==> src/rtl/alu_pkg.sv <==
// Shared definitions for the iterative ALU: op selects, FSM states, shift step helper.
package alu_pkg;

    localparam int XLEN_DEF = 32;

    localparam logic [2:0] ALU_ADD  = 3'b000;
    localparam logic [2:0] ALU_SLL  = 3'b001;
    localparam logic [2:0] ALU_SLT  = 3'b010;
    localparam logic [2:0] ALU_SLTU = 3'b011;
    localparam logic [2:0] ALU_XOR  = 3'b100;
    localparam logic [2:0] ALU_SR   = 3'b101;
    localparam logic [2:0] ALU_OR   = 3'b110;
    localparam logic [2:0] ALU_AND  = 3'b111;

    typedef enum logic [1:0] {
        ST_IDLE  = 2'd0,
        ST_SHIFT = 2'd1,
        ST_DONE  = 2'd2
    } state_t;

    function automatic int min_step(input int remaining, input int step);
        return (remaining < step) ? remaining : step;
    endfunction

endpackage

==> src/rtl/alu_shift_step.sv <==
// Combinational one-step shifter; amount is at most SHIFT_STEP in the iterative path.
module alu_shift_step #(
    parameter int XLEN = 32,
    parameter int SW   = 5
) (
    input  logic [XLEN-1:0] data,
    input  logic            dir_left,
    input  logic            arith,
    input  logic [SW-1:0]   amount,
    output logic [XLEN-1:0] result
);

    always_comb begin
        result = data >> amount;
        if (dir_left)
            result = data << amount;
        else if (arith)
            result = XLEN'($signed(data) >>> amount);
    end

endmodule

==> src/rtl/alu_iter.sv <==
// RV32I-style ALU with valid/ready handshake; shifts iterate SHIFT_STEP bits per cycle.
// Build option: ALU_BARREL_SHIFT_EN replaces the iterative shifter with a single-cycle barrel shift.
//
// state    | meaning
// ST_IDLE  | ready for a request, in_ready high
// ST_SHIFT | working register shifting, remaining counts down to zero
// ST_DONE  | result held on out_data until out_ready
module alu_iter
    import alu_pkg::*;
#(
    parameter int XLEN       = XLEN_DEF,
    parameter int SHIFT_STEP = 1
) (
    input  logic                    clk,
    input  logic                    resetn,
    input  logic                    in_valid,
    output logic                    in_ready,
    input  logic [2:0]              funct3,
    input  logic                    alt,
    input  logic                    is_reg,
    input  logic [XLEN-1:0]         in1,
    input  logic [XLEN-1:0]         in2,
    input  logic [$clog2(XLEN)-1:0] shamt,
    output logic                    out_valid,
    output logic [XLEN-1:0]         out_data,
    input  logic                    out_ready,
    output logic                    busy
);

    localparam int SW = $clog2(XLEN);

    state_t          state;
    logic [XLEN-1:0] work;
    logic [SW-1:0]   remaining;
    logic            dir_left;
    logic            arith;
    logic [SW-1:0]   step_amt;
    logic [XLEN-1:0] step_res;
    logic [XLEN-1:0] comb_res;
    logic            start_shift;

    assign step_amt = SW'(min_step(int'(remaining), SHIFT_STEP));

`ifdef ALU_BARREL_SHIFT_EN
    assign start_shift = 1'b0;
`else
    logic is_shift;
    assign is_shift    = (funct3 == ALU_SLL) || (funct3 == ALU_SR);
    assign start_shift = is_shift && (shamt != '0);
`endif

    alu_shift_step #(.XLEN(XLEN), .SW(SW)) u_shift_step (
        .data     (work),
        .dir_left (dir_left),
        .arith    (arith),
        .amount   (step_amt),
        .result   (step_res)
    );

    always_comb begin
        comb_res = '0;
        case (funct3)
            ALU_ADD:  comb_res = (alt && is_reg) ? (in1 - in2) : (in1 + in2);
            ALU_SLT:  comb_res = {{(XLEN-1){1'b0}}, ($signed(in1) < $signed(in2))};
            ALU_SLTU: comb_res = {{(XLEN-1){1'b0}}, (in1 < in2)};
            ALU_XOR:  comb_res = in1 ^ in2;
            ALU_OR:   comb_res = in1 | in2;
            ALU_AND:  comb_res = in1 & in2;
`ifdef ALU_BARREL_SHIFT_EN
            ALU_SLL:  comb_res = in1 << shamt;
            ALU_SR:   comb_res = alt ? XLEN'($signed(in1) >>> shamt) : (in1 >> shamt);
`else
            // Only reached with shamt == 0; nonzero shifts go through ST_SHIFT.
            ALU_SLL:  comb_res = in1;
            ALU_SR:   comb_res = in1;
`endif
            default:  comb_res = '0;
        endcase
    end

    always_ff @(posedge clk) begin
        if (!resetn) begin
            state     <= ST_IDLE;
            out_valid <= 1'b0;
            out_data  <= '0;
            busy      <= 1'b0;
            in_ready  <= 1'b1;
            work      <= '0;
            remaining <= '0;
            dir_left  <= 1'b0;
            arith     <= 1'b0;
        end else begin
            case (state)
                ST_IDLE: begin
                    if (in_valid) begin
                        in_ready <= 1'b0;
                        busy     <= 1'b1;
                        if (start_shift) begin
                            work      <= in1;
                            remaining <= shamt;
                            dir_left  <= (funct3 == ALU_SLL);
                            arith     <= alt;
                            state     <= ST_SHIFT;
                        end else begin
                            out_data  <= comb_res;
                            out_valid <= 1'b1;
                            state     <= ST_DONE;
                        end
                    end
                end
                ST_SHIFT: begin
                    work      <= step_res;
                    remaining <= remaining - step_amt;
                    if (remaining == step_amt) begin
                        out_data  <= step_res;
                        out_valid <= 1'b1;
                        state     <= ST_DONE;
                    end
                end
                ST_DONE: begin
                    if (out_ready) begin
                        out_valid <= 1'b0;
                        busy      <= 1'b0;
                        in_ready  <= 1'b1;
                        state     <= ST_IDLE;
                    end
                end
                default: state <= ST_IDLE;
            endcase
        end
    end

endmodule

==> config.mk <==
export PLATFORM = sky130hd
export DESIGN_NAME = alu_iter
export DESIGN_NICKNAME = d
export VERILOG_FILES = /design/src/rtl/alu_pkg.sv /design/src/rtl/alu_shift_step.sv /design/src/rtl/alu_iter.sv
export SDC_FILE = /design/constraint.sdc
export NUM_CORES = 1
export LEC_CHECK = 0
export ABC_AREA = 0
export CAP_MARGIN = 20
export CORE_UTILIZATION = 52
export DETAILED_ROUTE_END_ITERATION = 12
export HOLD_SLACK_MARGIN = 0.12
export MAX_ROUTING_LAYER = met4
export PLACE_DENSITY_LB_ADDON = 0.25
export SYNTH_ARGS = -nofsm -noshare
export SYNTH_HDL_FRONTEND = slang
export SYNTH_SLANG_ARGS = --single-unit
==> constraint.sdc <==
create_clock -name clk -period 2.7 [get_ports clk]
set_input_delay 0.27 -clock clk [delete_from_list [all_inputs] [get_ports clk]]
set_output_delay 0.27 -clock clk [all_outputs]
set_load 0.03 [all_outputs]
==> flow_metrics.env <==
export IMPL_grt_antenna_before_repair=2
export IMPL_final_cell_mix="buf_4 (322), nand2_1 (181), a21oi_1 (123), o21ai_0 (96), nor2_1 (92)"
export IMPL_period_needed_ns=2.72
export IMPL_sw_frac_of_total=0.407
export IMPL_maxCapViolations=0
export IMPL_max_freq_ghz=0.368
export IMPL_hold_slack_ns=0.386
export IMPL_p_clk_frac=0.238
export IMPL_grt_first_pass_wirelength_mm=63.6
export IMPL_vias=12300
export IMPL_place_area_sq_um=12500
export IMPL_slowest_delay_ns=0.49
export IMPL_numCtsBuffers=9
export IMPL_total_power_mw=5.42
export IMPL_die_area_sq_um=17900
export IMPL_coreArea_sq_um=16800
export IMPL_finClkSkew_ns=0.00773
export IMPL_placementRows=47
export IMPL_gr_total_overflow=0
export IMPL_power_switching_mw=2.20
export IMPL_grt_util_met2=0.685
export IMPL_synth_top_area_frac=0.168
export IMPL_clk_path_buf_depth=2
export IMPL_gp_congestion=1.03
export IMPL_ys_flop_type="dfxtp_1"
export IMPL_portBuffers=112
export IMPL_root_buffer="clkbuf_16"
export IMPL_utilization=0.812
export IMPL_layout_setup_ws_ns=-0.0159
export IMPL_drt_iter0_drc=1582
export IMPL_area_growth_pct=50.5
export IMPL_finalWirelength_mm=42.2
export IMPL_wl_per_cell_um=22.2
export IMPL_maxSlewViolCount=0
export IMPL_nets=1849
export IMPL_hp_class="input port to flop"
export IMPL_synth_nets=1477
export IMPL_synth_avg_cell_area_sq_um=6.96
export IMPL_synthArstFlopShare=0
export IMPL_crit_family="compound AO/OA/AOI/OAI gates"
export IMPL_met3_usage=0.121
export IMPL_hold_violations=0
export IMPL_finish_instance_area_sq_um=13600
export IMPL_internal_power_mw=3.21
export IMPL_worst_setup_path_type="input port to flop"
export IMPL_vdd_drop_max_mv=0.451
export IMPL_crit_path_end_kind="flop"
export IMPL_crit_buf_inv=3
export IMPL_slew_headroom=0.477
export IMPL_use_met1=0.623
export IMPL_p_seq_frac=0.241
export IMPL_grt_total_usage=0.473
export IMPL_rsz0062_at_grt="true"
export IMPL_comb_power_share=0.521
export IMPL_synth_cells=1300
export IMPL_grt_most_used_layer="met2"
export IMPL_status="finished with violations"
export IMPL_required_ns=2.96
export IMPL_numClockSinks=76
export IMPL_power_density_nw_per_um2=398
export IMPL_finalCritPeriodShare=1.01
export IMPL_ys_seq_area_frac=0.168
export IMPL_yosys_area_top_type="dfxtp_1"
export IMPL_hpwl_mm=31.8
export IMPL_place_inst=1867
export IMPL_critPathMaxFanout=12
export IMPL_clkTransAtPathRegs_ns=0.06
export IMPL_synth_edf_count=0
export IMPL_die_h_um=134
export IMPL_syn_area_sq_um=9040
export IMPL_fin_cells=1899
export IMPL_tightestPinTransition_ns=0.785
export IMPL_ys_ff_latch=76
export IMPL_tns_ns=-0.0159
export IMPL_grt_pass1_vias=11600
export IMPL_final_layout_size_suffix_gt1_frac=0.301
export IMPL_ios=113
export IMPL_layout_commonest_cell="buf_4"
export IMPL_slowest_stage="clkdlybuf4s50_1"
export IMPL_dp_slack_ns=-0.751
export IMPL_p_leak_nw=5.86
export IMPL_ys_warn_count=0
export IMPL_first_pass_iters=6
export IMPL_grt_max_degree=49
export IMPL_clk_latency_ns=0.35
export IMPL_drc_errors=0
export IMPL_crit_path_start_kind="input port"
export IMPL_synth_area_leaders="dfxtp_1 (17%), ha_1 (13%), nand2_1 (7.6%)"
export IMPL_antenna_left=0
export IMPL_die_w_um=134
export IMPL_initial_core_util=0.540
export IMPL_h_tree_depth=3
export IMPL_crit_arrival_ns=2.98
export IMPL_violations="negative setup slack"
export IMPL_avgViaCountPerCell=6.47
export IMPL_synth_cell_type_count=86
export IMPL_crit_chain="clkdlybuf4s50_1, inv_1, ha_1, buf_6, or3_4, o211ai_1, a311oi_2, o31ai_2, nor2_1, a2bb2oi_1, o211a_1, o32ai_2"
export IMPL_cts_tree="built"
export IMPL_setup_violations=1
==> worst register-to-register path, cell delays in order, from the launching register on <==
cell	delay, ns
dfxtp_1	0.36
nor3_1	0.39
nand2_1	0.13
nand2b_1	0.15
ha_1	0.23
nand3_1	0.14
a21o_2	0.38
nand2_1	0.16
a21oi_1	0.09
a21oi_1	0.13
a21bo_2	0.23
==> per-layer routing <==
metal	vias to the layer above	share of wire
met4	0	0.039
li1	5402	-
met1	5770	0.40
met2	937	0.42
met3	178	0.13
met5	-	0
==> cells in the mapped netlist (4+ instances only) <==
| cell | instances |
|---|---|
| o21a_1 | 4 |
| ha_1 | 97 |
| a32oi_1 | 4 |
| o31ai_1 | 13 |
| a311oi_1 | 7 |
| o211ai_1 | 20 |
| mux2i_1 | 34 |
| o21ai_1 | 5 |
| buf_2 | 10 |
| nor2_1 | 98 |
| nand2b_1 | 6 |
| dfxtp_1 | 76 |
| a31oi_1 | 35 |
| clkbuf_8 | 6 |
| buf_1 | 10 |
| a21oi_1 | 131 |
| nor3_1 | 30 |
| o21bai_1 | 8 |
| nand3_1 | 41 |
| a221o_1 | 7 |
| nand3b_1 | 5 |
| a21boi_0 | 4 |
| a21o_1 | 12 |
| a221oi_1 | 22 |
| nand4_1 | 6 |
| nor2b_1 | 15 |
| xor2_1 | 11 |
| or3_1 | 8 |
| nor4_1 | 4 |
| o21ai_0 | 101 |
| clkbuf_1 | 57 |
| inv_1 | 97 |
| o22ai_1 | 13 |
| a211oi_1 | 18 |
| nand2_1 | 182 |
| xnor2_1 | 21 |
==> state kept, by name, indices dropped and copies added (netlist names) <==
register   cells
arith          1
out_data      32
busy           1
work          32
in_ready       1
state          2
remaining      5
dir_left       1
out_valid      1
==> timing repair <==
action,in CTS,in global routing
gates resized for setup,110,85
setup endpoints to repair,23,24
pin swaps,35,44
buffers inserted,9,6
hold buffers,0,0
==> final cells by class <==
| class | instances | area, sq um |
|---|---|---|
| timing repair buffer | 448 | 3730 |
| fill | 1131 | 3150 |
| inverter | 98 | 368 |
| tap | 220 | 275 |
| antenna | 2 | 5.00 |
| clock buffer | 10 | 239 |
| multi-input combinational | 1039 | 7400 |
| clock inverter | 6 | 71.3 |
| sequential | 76 | 1520 |
==> logic make-up (layout without fill, tap and decap cells) <==
kind of cell | count (synthesis) | in the layout | share of synthesized area
other cells | 0 | 2 | 0
buf+inv | 185 | 562 | 0.0898
compound gates | 449 | 449 | 0.320
xor+xnor | 32 | 32 | 0.0310
flops | 76 | 76 | 0.168
simple gates | 422 | 422 | 0.211
mux | 37 | 37 | 0.0414
fa+ha+maj | 99 | 99 | 0.139
==> power by group through the flow <==
stage	sequential, mW	clock, mW	combinational [mW]
global route	1.31	1.33	2.98
CTS	1.30	1.28	2.63
floorplan	1.39	0	1.23
detailed placement	1.32	0	2.49
global placement	1.31	0	2.44
finish	1.30	1.29	2.82
==> worst paths after layout <==
path           startpoint      endpoint  slack, ns  cells past startpoint
min                in1[0]       work[0]       0.39                      4
min reg2reg   out_data[2]   out_data[2]       0.47                      2
max reg2reg  remaining[2]  out_data[27]       0.20                     10
max               in1[26]  out_data[31]      -0.02                     12
Note: power is estimated with default switching activity, not from simulation.
